[src/rtl/pwm_capture_pkg.sv]
// Shared types and constants for the PWM capture block: FSM states,
// default sizing and the duty-code clamp.
package pwm_capture_pkg;

  typedef enum logic {
    WAIT_EDGE,
    MEASURE
  } state_t;

  localparam int DEF_CW         = 12;
  localparam int DEF_EXP_PERIOD = 256;
  localparam int DEF_MAXC       = (1 << DEF_CW) - 1;

  // Clamp a signed duty estimate into the 8-bit code range.
  function automatic logic [7:0] clamp_duty(input int v);
    if (v < 0)
      return '0;
    else if (v > 255)
      return '1;
    else
      return 8'(v);
  endfunction

endpackage

[src/rtl/pwm_capture_if.sv]
// PWM input plus measurement results; master is the capture block,
// slave is whoever drives the pin and consumes the results.
interface pwm_capture_if
  import pwm_capture_pkg::*;
#(
  parameter int CW = DEF_CW
);

  logic          pwm_in;
  logic          meas_valid;
  logic [CW-1:0] period;
  logic [CW-1:0] high_time;
  logic          period_ok;
  logic [7:0]    duty;
  logic          stuck;
  logic          stuck_level;

  modport master (
    input  pwm_in,
    output meas_valid, period, high_time, period_ok, duty, stuck, stuck_level
  );

  modport slave (
    output pwm_in,
    input  meas_valid, period, high_time, period_ok, duty, stuck, stuck_level
  );

endinterface

[src/rtl/pwm_capture_sync2.sv]
// Two-flop synchronizer for a single asynchronous bit, async active-high reset.
module pwm_capture_sync2 (
  input  logic clk,
  input  logic rst,
  input  logic d,
  output logic q
);

  logic s1;
  logic s2;

  always_ff @(posedge clk or posedge rst) begin
    if (rst) begin
      s1 <= 1'b0;
      s2 <= 1'b0;
    end else begin
      s1 <= d;
      s2 <= s1;
    end
  end

  assign q = s2;

endmodule

[src/rtl/pwm_capture.sv]
// PWM decoder: measures period and high time between rising edges and
// recovers the generator duty code; flags a stuck input after MAXC idle cycles.
module pwm_capture
  import pwm_capture_pkg::*;
#(
  parameter int CW         = DEF_CW,
  parameter int EXP_PERIOD = DEF_EXP_PERIOD
) (
  input  logic          clk,
  input  logic          rst,
  pwm_capture_if.master bus
);

  localparam logic [CW-1:0] MAXC = '1;

  state_t        state;
  logic          s2;
  logic          prev;
  logic          rise;
  logic          timeout;
  logic [CW-1:0] pcnt;
  logic [CW-1:0] hcnt;
  logic signed [CW:0] duty_diff;

  logic          meas_valid_q;
  logic [CW-1:0] period_q;
  logic [CW-1:0] high_time_q;
  logic          period_ok_q;
  logic [7:0]    duty_q;
  logic          stuck_q;
  logic          stuck_level_q;

  pwm_capture_sync2 u_sync (
    .clk (clk),
    .rst (rst),
    .d   (bus.pwm_in),
    .q   (s2)
  );

  assign rise      = s2 & ~prev;
  assign timeout   = ~rise && (pcnt == MAXC);
  assign duty_diff = $signed((CW+1)'(EXP_PERIOD - 1)) - $signed({1'b0, hcnt});

  always_ff @(posedge clk or posedge rst) begin
    if (rst) begin
      state         <= WAIT_EDGE;
      prev          <= 1'b0;
      pcnt          <= '0;
      hcnt          <= '0;
      meas_valid_q  <= 1'b0;
      period_q      <= '0;
      high_time_q   <= '0;
      period_ok_q   <= 1'b0;
      duty_q        <= '0;
      stuck_q       <= 1'b0;
      stuck_level_q <= 1'b0;
    end else begin
      prev         <= s2;
      meas_valid_q <= 1'b0;
      // Timeout takes priority in both states; results are left untouched.
      if (timeout) begin
        state         <= WAIT_EDGE;
        pcnt          <= '0;
        hcnt          <= '0;
        stuck_q       <= 1'b1;
        stuck_level_q <= s2;
      end else begin
        case (state)
          WAIT_EDGE: begin
            if (rise) begin
              state <= MEASURE;
              pcnt  <= CW'(1);
              hcnt  <= CW'(1);
            end else begin
              pcnt <= pcnt + 1'b1;
              hcnt <= '0;
            end
          end
          MEASURE: begin
            if (rise) begin
              // The rise cycle is the first cycle of the next period.
              period_q     <= pcnt;
              high_time_q  <= hcnt;
              period_ok_q  <= (pcnt == CW'(EXP_PERIOD));
              duty_q       <= (pcnt == CW'(EXP_PERIOD)) ? clamp_duty(int'(duty_diff)) : '0;
              meas_valid_q <= 1'b1;
              stuck_q      <= 1'b0;
              pcnt         <= CW'(1);
              hcnt         <= CW'(1);
            end else begin
              pcnt <= pcnt + 1'b1;
              if (s2 && (hcnt != MAXC))
                hcnt <= hcnt + 1'b1;
            end
          end
          default: state <= WAIT_EDGE;
        endcase
      end
    end
  end

  assign bus.meas_valid  = meas_valid_q;
  assign bus.period      = period_q;
  assign bus.high_time   = high_time_q;
  assign bus.period_ok   = period_ok_q;
  assign bus.duty        = duty_q;
  assign bus.stuck       = stuck_q;
  assign bus.stuck_level = stuck_level_q;

endmodule
[src/flat_wrapper.sv]
// flat-port wrapper written by rule: the top's interface ports become plain ports
module pwm_capture_flat import pwm_capture_pkg::*;
#(
  parameter int CW         = DEF_CW,
  parameter int EXP_PERIOD = DEF_EXP_PERIOD
)
  (clk, rst, bus_pwm_in, bus_meas_valid, bus_period, bus_high_time, bus_period_ok, bus_duty, bus_stuck, bus_stuck_level);
  pwm_capture_if #(.CW(CW)) bus_i ();
  input  logic clk;
  input  logic rst;
  input wire logic [$bits(bus_i.pwm_in)-1:0] bus_pwm_in;
  output wire logic [$bits(bus_i.meas_valid)-1:0] bus_meas_valid;
  output wire logic [$bits(bus_i.period)-1:0] bus_period;
  output wire logic [$bits(bus_i.high_time)-1:0] bus_high_time;
  output wire logic [$bits(bus_i.period_ok)-1:0] bus_period_ok;
  output wire logic [$bits(bus_i.duty)-1:0] bus_duty;
  output wire logic [$bits(bus_i.stuck)-1:0] bus_stuck;
  output wire logic [$bits(bus_i.stuck_level)-1:0] bus_stuck_level;
  assign bus_i.pwm_in = bus_pwm_in;
  assign bus_meas_valid = bus_i.meas_valid;
  assign bus_period = bus_i.period;
  assign bus_high_time = bus_i.high_time;
  assign bus_period_ok = bus_i.period_ok;
  assign bus_duty = bus_i.duty;
  assign bus_stuck = bus_i.stuck;
  assign bus_stuck_level = bus_i.stuck_level;
  pwm_capture #(.CW(CW), .EXP_PERIOD(EXP_PERIOD)) u_core (.clk(clk), .rst(rst), .bus(bus_i));
endmodule
[config.mk]
export PLATFORM = sky130hd
export DESIGN_NAME = pwm_capture_flat
export DESIGN_NICKNAME = d
export VERILOG_FILES = /design/src/rtl/pwm_capture_pkg.sv /design/src/rtl/pwm_capture_if.sv /design/src/rtl/pwm_capture_sync2.sv /design/src/rtl/pwm_capture.sv /design/src/flat_wrapper.sv
export SDC_FILE = /design/constraint.sdc
export NUM_CORES = 1
export LEC_CHECK = 0
export CAP_MARGIN = 20
export CORE_AREA = 5 5 105 107
export DETAILED_ROUTE_END_ITERATION = 8
export DIE_AREA = 0 0 110 112
export GPL_TIMING_DRIVEN = 0
export HOLD_SLACK_MARGIN = 0.06
export SLEW_MARGIN = 30
export SYNTH_ARGS = -nofsm -noshare
export SYNTH_HDL_FRONTEND = slang
export SYNTH_SLANG_ARGS = --single-unit
[constraint.sdc]
create_clock -name clk -period 6.14 [get_ports clk]
set_input_delay 1.535 -clock clk [delete_from_list [all_inputs] [get_ports clk]]
set_output_delay 1.535 -clock clk [all_outputs]
set_load 0.01 [all_outputs]
### Yosys cells after proc, flatten, opt, wreduce, memory -nomap -nowiden

Index checks and enable logic that the tools add are counted.

* register bits after elaboration: 64
* input port bits: 3
* output and inout port bits: 36
* logic and storage cells: 51

* add/sub/neg operators: 3
* magnitude comparators: 2
* equal/unequal tests: 4
* muxes and demuxes: 18
* bitwise logic cells: 5
* reduce and logical (&&, ||, !) cells: 6

Operators with widths (count)
* $mux W12: 5
* $add A12 B1 Y12 const B: 2
* $mux W8: 3
* $pmux W12 S2: 1
* $gt A13 B9 Y1 const B: 1
* $lt A13 B1 Y1 const B: 1
* $sub A8 B12 Y13 const A: 1
* $eq A12 B12 Y1 const B: 1
* $eq A12 B9 Y1 const B: 1
* $ne A12 B12 Y1 const B: 1
* $mux W1: 9
* $ne A4 B4 Y1 const B: 1
* $not A1 Y1: 4
* $reduce_bool A2 Y1: 2
* $reduce_and A3 Y1: 1
* $logic_and A1 B1 Y1: 2
* $reduce_and A2 Y1: 1
* $and A1 B1 Y1: 1

### Depth between registers and ports, before layout

* depth in word-level cells: 6
* gate-level depth with buffers: 7
* gate-level depth less buffers: 6

### Hierarchy

A second synthesis with hierarchy kept.

* cell total of the unflattened synthesis: 263
* area, all modules: 2961.6 um^2

By module, submodules not included
* pwm_capture: times used 1, cells each 260, area an instance 2907.8 um^2, seq. area each 1551.5 um^2
* pwm_capture_sync2: times used 1, cells each 3, area an instance 53.8 um^2, seq. area each 50.0 um^2

### Worst setup path after synthesis

Ideal clock, no wire load.

* path kind: reg2out
* start: reg u_core.stuck_q (netlist: u_core.bus.stuck)
* end: out bus_stuck
* data arrival time: 385 ps
* data required time: 4605 ps
* path slack: 4220 ps
* stages on the path, launching flop included: 1
* path buffers: 0
* path through: dfrtp_1

RTL lines
* start, declared: RTL line pwm_capture.sv:30 `logic stuck_q;`
* start signal, assigned: RTL line pwm_capture.sv:55 `stuck_q <= 1'b0;`
* start signal, assigned: RTL line pwm_capture.sv:65 `stuck_q <= 1'b1;`
* start signal, assigned: RTL line pwm_capture.sv:87 `stuck_q <= 1'b0;`
* end, declared: RTL line flat_wrapper.sv:17 `output wire logic [$bits(bus_i.stuck)-1:0] bus_stuck;`

No word-level cell between the ends.

### Worst setup path after layout

* start: reg u_core.period_ok_q (netlist: u_core.bus.period_ok)
* end: out bus_period_ok

RTL lines
* start, declared: RTL line pwm_capture.sv:28 `logic period_ok_q;`
* start signal, assigned: RTL line pwm_capture.sv:84 `period_ok_q <= (pcnt == CW'(EXP_PERIOD));`
* end, declared: RTL line flat_wrapper.sv:15 `output wire logic [$bits(bus_i.period_ok)-1:0] bus_period_ok;`

No word-level cell between the ends.

==> qor_table.md <==
| Quantity | This run |
|---|---|
| Status | completed |
| Worst vdd rail ir drop | 0.0804 mV |
| Hold Path Cell Cnt | 0 |
| R2R Path End | u_core.bus.stuck_level$_DFFE_PP0P_ |
| Synth Area in XOR/XNOR | 4.55% |
| Setup repair after global routing missed its margin | false |
| Filler cell count in the final layout | 1014 |
| CP peak stage delay | 0.55 ns |
| Number of buffer and inverter instances along the worst setup path | 1 |
| Number of buffers on the longest clock path | 2 |
| Relative slew slack | 70.5% |
| Critical path depth | 1 |
| Average wire length per cell after detail routing | 13.5 um |
| Max Clk Rate | 357 MHz |
| Ratio of final minimum period to clock period | 45.6% |
| Final setup vio count | 0 |
| Die span in y | 112 um |
| Multiplexer fraction of the synthesized cell area | 5.81% |
| Crit path time final | 2.80 ns |
| YS warnings | 0 |
| Antenna diode count | 0 |
| Cell with the largest stage delay on the worst path | sky130_fd_sc_hd__clkdlybuf4s50_1 |
| Reg clk slew, reported paths | 0.07 ns |
| Vias after detailed routing | 2127 |
| Post-route clock skew | 0.00963 ns |
| Setup fix buffers added after clock tree synthesis | 0 |
| Fraction of layout instances using a drive strength above 1 | 13.0% |
| Leakage dissipation | 0.00160 uW |
| Quantity of I/O buffers inserted on ports | 38 |
| Power Dens Cells | 275 nW/um^2 |
| Transition time of the tightest slew-check pin | 0.440 ns |
| Routed Antenna Nets | 0 |
| Sum of negative setup slack | 0 ns |
| Horizontal extent of the die | 110 um |
| #FFs+latches synth | 64 |
| Synthesized-area fraction occupied by ao, oa, aoi and oai cells | 8.41% |
| CP Data Arrival Time | 1.26 ns |
| Worst r2r src | u_core.pcnt[0]$_DFF_PP0_ |
| Cells after Synth | 270 |
| Final wirelength | 6190 um |
| Hold Crit Endpoint | u_core.u_sync.q$_DFF_PP0_ |
| EDFF count, synth | 0 |
| Hold_buf cts | 0 |
| Post-detailed-route DRC marker count | 0 |
| Fraction of the mapped netlist area in adder cells | 3.04% |
| Vias in the first global route | 2193 |
| Total of max-cap violations | 0 |
| Prevailing post-synth register cell | sky130_fd_sc_hd__dfrtp_1 |
| Number of levels the H-tree was split into | 3 |
| Area growth from synthesis to layout | 25.8% |
| Required time reported for the critical path endpoint | 4.61 ns |
| Family with the most delay on the worst path | buffers and inverters |
| Crit path max fanout | 2 |
| GR Overflow Total | 0 |
| Global-route wire length before repair | 10900 um |
| Initial Util | 28.7% |
| Via-to-Cell Ratio | 4.62 |
| Cells traversed along the worst timing path | clkdlybuf4s50_1 |
| Pin count of the biggest net entering global routing | 42 |
| Setup crit start kind | flop |
| Synthesized netlist net count | 280 |
| Core ar. | 10000 um^2 |
| Internal reg-to-reg setup slack | 4.08 ns |
| Detailed Routing Iterations Pass 1 | 4 |
| Number of pins exceeding their max-slew limit in the final report | 0 |
| Critical path start-end classification | flop to primary output |
| Simple-gate share of the synthesized area | 18.7% |
| DP Wirelength | 4480 um |
| TritonCTS buffer count | 9 |
| Count of standard-cell rows | 37 |
| Largest family of logic cells by synthesized area | simple AND/OR/NAND/NOR gates |
| Mapped cell area | 2890 um^2 |
| CTS tree | done |
| Share of the yosys chip area belonging to registers | 55.5% |
| Final hold viol count | 0 |
| Area of the die | 12300 um^2 |
| Global placer's final weighted congestion | 0.829 |
| Drt first-iter violations | 103 |
| Number of cell instances on the worst register-to-register path | 5 |
| Sort of element at the end of the critical path | primary output |
| Synth unique cells | 43 |
| Ys async rst share | 100% |
| Overall routing resource usage | 11.4% |
| Sink count of the clock tree | 64 |
| Class of the worst hold path | flop to flop |
| Start point of the worst min-delay path | u_core.u_sync.s1$_DFF_PP0_ |
| Worst-Skew Late Latency | 0.34 ns |
| Net total in the final layout | 330 |
| Initial antenna violation count | 0 |
| Number of top-level pins | 39 |
| Number of gates resized after CTS | 0 |
| Root buf cell | sky130_fd_sc_hd__clkbuf_8 |
| Worst Hold Slack | 0.359 ns |
| Post-Syn Area per Cell | 10.7 um^2 |
[area by class of cell]
type	instances	area (um^2)	share of cell area, %
buffer	11	58.8	1.62
tap	136	170	4.69
inverter	15	58.8	1.62
timing repair buffer	39	400	11.0
clock inverter	3	17.5	0.482
multi-input combinational	180	1170	32.2
sequential	64	1600	44.1
clock buffer	12	155	4.27
[registers in the layout (all words and copies together) (netlist names)]
signal / cells
u_core.bus.high_time: 12
u_core.bus.period: 12
u_core.hcnt: 12
u_core.pcnt: 12
u_core.bus.duty: 8
u_core.bus.meas_valid: 1
u_core.bus.period_ok: 1
u_core.bus.stuck: 1
u_core.bus.stuck_level: 1
u_core.prev: 1
u_core.state: 1
u_core.u_sync.q: 1
u_core.u_sync.s1: 1
[metal layers]
metal,global-route usage [%],vias to the layer above,wire length (um)
met5,0,-,0
met1,16.1,1030,2970
met3,3.83,11,401
met2,15.5,43,2680
li1,-,1043,-
met4,5.24,0,139
[power breakdown]
part,switching (uW),total (uW),internal (uW)
Combinational,88.8,176,86.8
Clock,153,318,165
Sequential,40.5,503,463
Total,283,997,714
[per-stage QoR]
step | utilization [%] | instances | setup WS [ns] | instance area, um^2 | total power (uW)
after CTS | 36.1 | 460 | 3.32 | 3630 | 1010
after global placement | 34.2 | 444 | 1.87 | 3440 | 684
after global routing | 36.1 | 460 | 3.27 | 3630 | 1060
after detailed placement | 34.4 | 445 | 3.70 | 3460 | 691
final | 36.1 | 460 | 3.34 | 3630 | 997
after floorplan | - | 270 | 3.01 | 2890 | 611
[layout by cell type (no fill, tap or decap), types with 2 or more instances in the layout]
cell type	n
sky130_fd_sc_hd__clkbuf_8	11
sky130_fd_sc_hd__nand2b_1	2
sky130_fd_sc_hd__nor4b_1	2
sky130_fd_sc_hd__a211oi_1	2
sky130_fd_sc_hd__o21ai_0	14
sky130_fd_sc_hd__or3_1	4
sky130_fd_sc_hd__a21oi_1	7
sky130_fd_sc_hd__or4_1	4
sky130_fd_sc_hd__nand3_1	10
sky130_fd_sc_hd__xnor2_1	9
sky130_fd_sc_hd__buf_2	5
sky130_fd_sc_hd__nor4_1	2
sky130_fd_sc_hd__and4b_1	2
sky130_fd_sc_hd__clkbuf_1	5
sky130_fd_sc_hd__o31ai_1	3
sky130_fd_sc_hd__nand4_1	4
sky130_fd_sc_hd__xor2_1	6
sky130_fd_sc_hd__nand2_1	29
sky130_fd_sc_hd__o21ai_1	8
sky130_fd_sc_hd__nor2_1	16
sky130_fd_sc_hd__clkinv_2	2
sky130_fd_sc_hd__ha_1	7
sky130_fd_sc_hd__and3_1	5
sky130_fd_sc_hd__clkdlybuf4s50_1	38
sky130_fd_sc_hd__nor3_1	12
sky130_fd_sc_hd__dfrtp_1	64
sky130_fd_sc_hd__inv_1	14
sky130_fd_sc_hd__nor3b_1	3
sky130_fd_sc_hd__mux2_2	14
[synthesized netlist by cell type (2+ instances only)]
cell / n / area [um^2]
sky130_fd_sc_hd__a21oi_1: 7 / 35.0
sky130_fd_sc_hd__a211oi_1: 2 / 15.0
sky130_fd_sc_hd__nor3b_1: 3 / 22.5
sky130_fd_sc_hd__inv_1: 15 / 56.3
sky130_fd_sc_hd__nand2_1: 29 / 109
sky130_fd_sc_hd__or4_1: 4 / 30.0
sky130_fd_sc_hd__and4b_1: 2 / 20.0
sky130_fd_sc_hd__buf_2: 5 / 25.0
sky130_fd_sc_hd__nor2_1: 16 / 60.1
sky130_fd_sc_hd__ha_1: 7 / 87.6
sky130_fd_sc_hd__or3_1: 4 / 25.0
sky130_fd_sc_hd__o31ai_1: 3 / 22.5
sky130_fd_sc_hd__o21ai_0: 14 / 70.1
sky130_fd_sc_hd__nand4_1: 4 / 25.0
sky130_fd_sc_hd__mux2_2: 14 / 158
sky130_fd_sc_hd__dfrtp_1: 64 / 1600
sky130_fd_sc_hd__nor4b_1: 2 / 17.5
sky130_fd_sc_hd__nand2b_1: 2 / 12.5
sky130_fd_sc_hd__xnor2_1: 9 / 78.8
sky130_fd_sc_hd__nor4_1: 2 / 12.5
sky130_fd_sc_hd__o21ai_1: 8 / 40.0
sky130_fd_sc_hd__nand3_1: 10 / 50.1
sky130_fd_sc_hd__clkbuf_1: 4 / 15.0
sky130_fd_sc_hd__xor2_1: 6 / 52.6
sky130_fd_sc_hd__and3_1: 5 / 31.3
sky130_fd_sc_hd__nor3_1: 12 / 60.1
[kinds of logic (layout without fill, tap and decap cells)]
group,count (synthesis),after routing
and+or+nand+nor,102,102
DFF,64,64
AOI/OAI and AO/OA,41,41
buffers and inverters,26,80
xor gates and xnor gates,15,15
muxes,15,15
adders and majority gates,7,7
[worst max path at each step]
stage	startpoint	to	slack [ns]
5_1_grt	u_core.bus.high_time[11]$_DFFE_PP0P_	bus_high_time[11]	3.27
4_1_cts	u_core.bus.stuck$_DFFE_PP0P_	bus_stuck	3.32
6_report	u_core.bus.period_ok$_DFFE_PP0P_	bus_period_ok	3.34
3_5_place_dp	u_core.bus.stuck$_DFFE_PP0P_	bus_stuck	3.70
3_3_place_gp	rst	u_core.bus.period[9]$_DFFE_PP0P_	1.87
2_1_floorplan	rst	u_core.bus.duty[0]$_DFFE_PP0P_	3.01
Power figures use the tool's default switching activity.
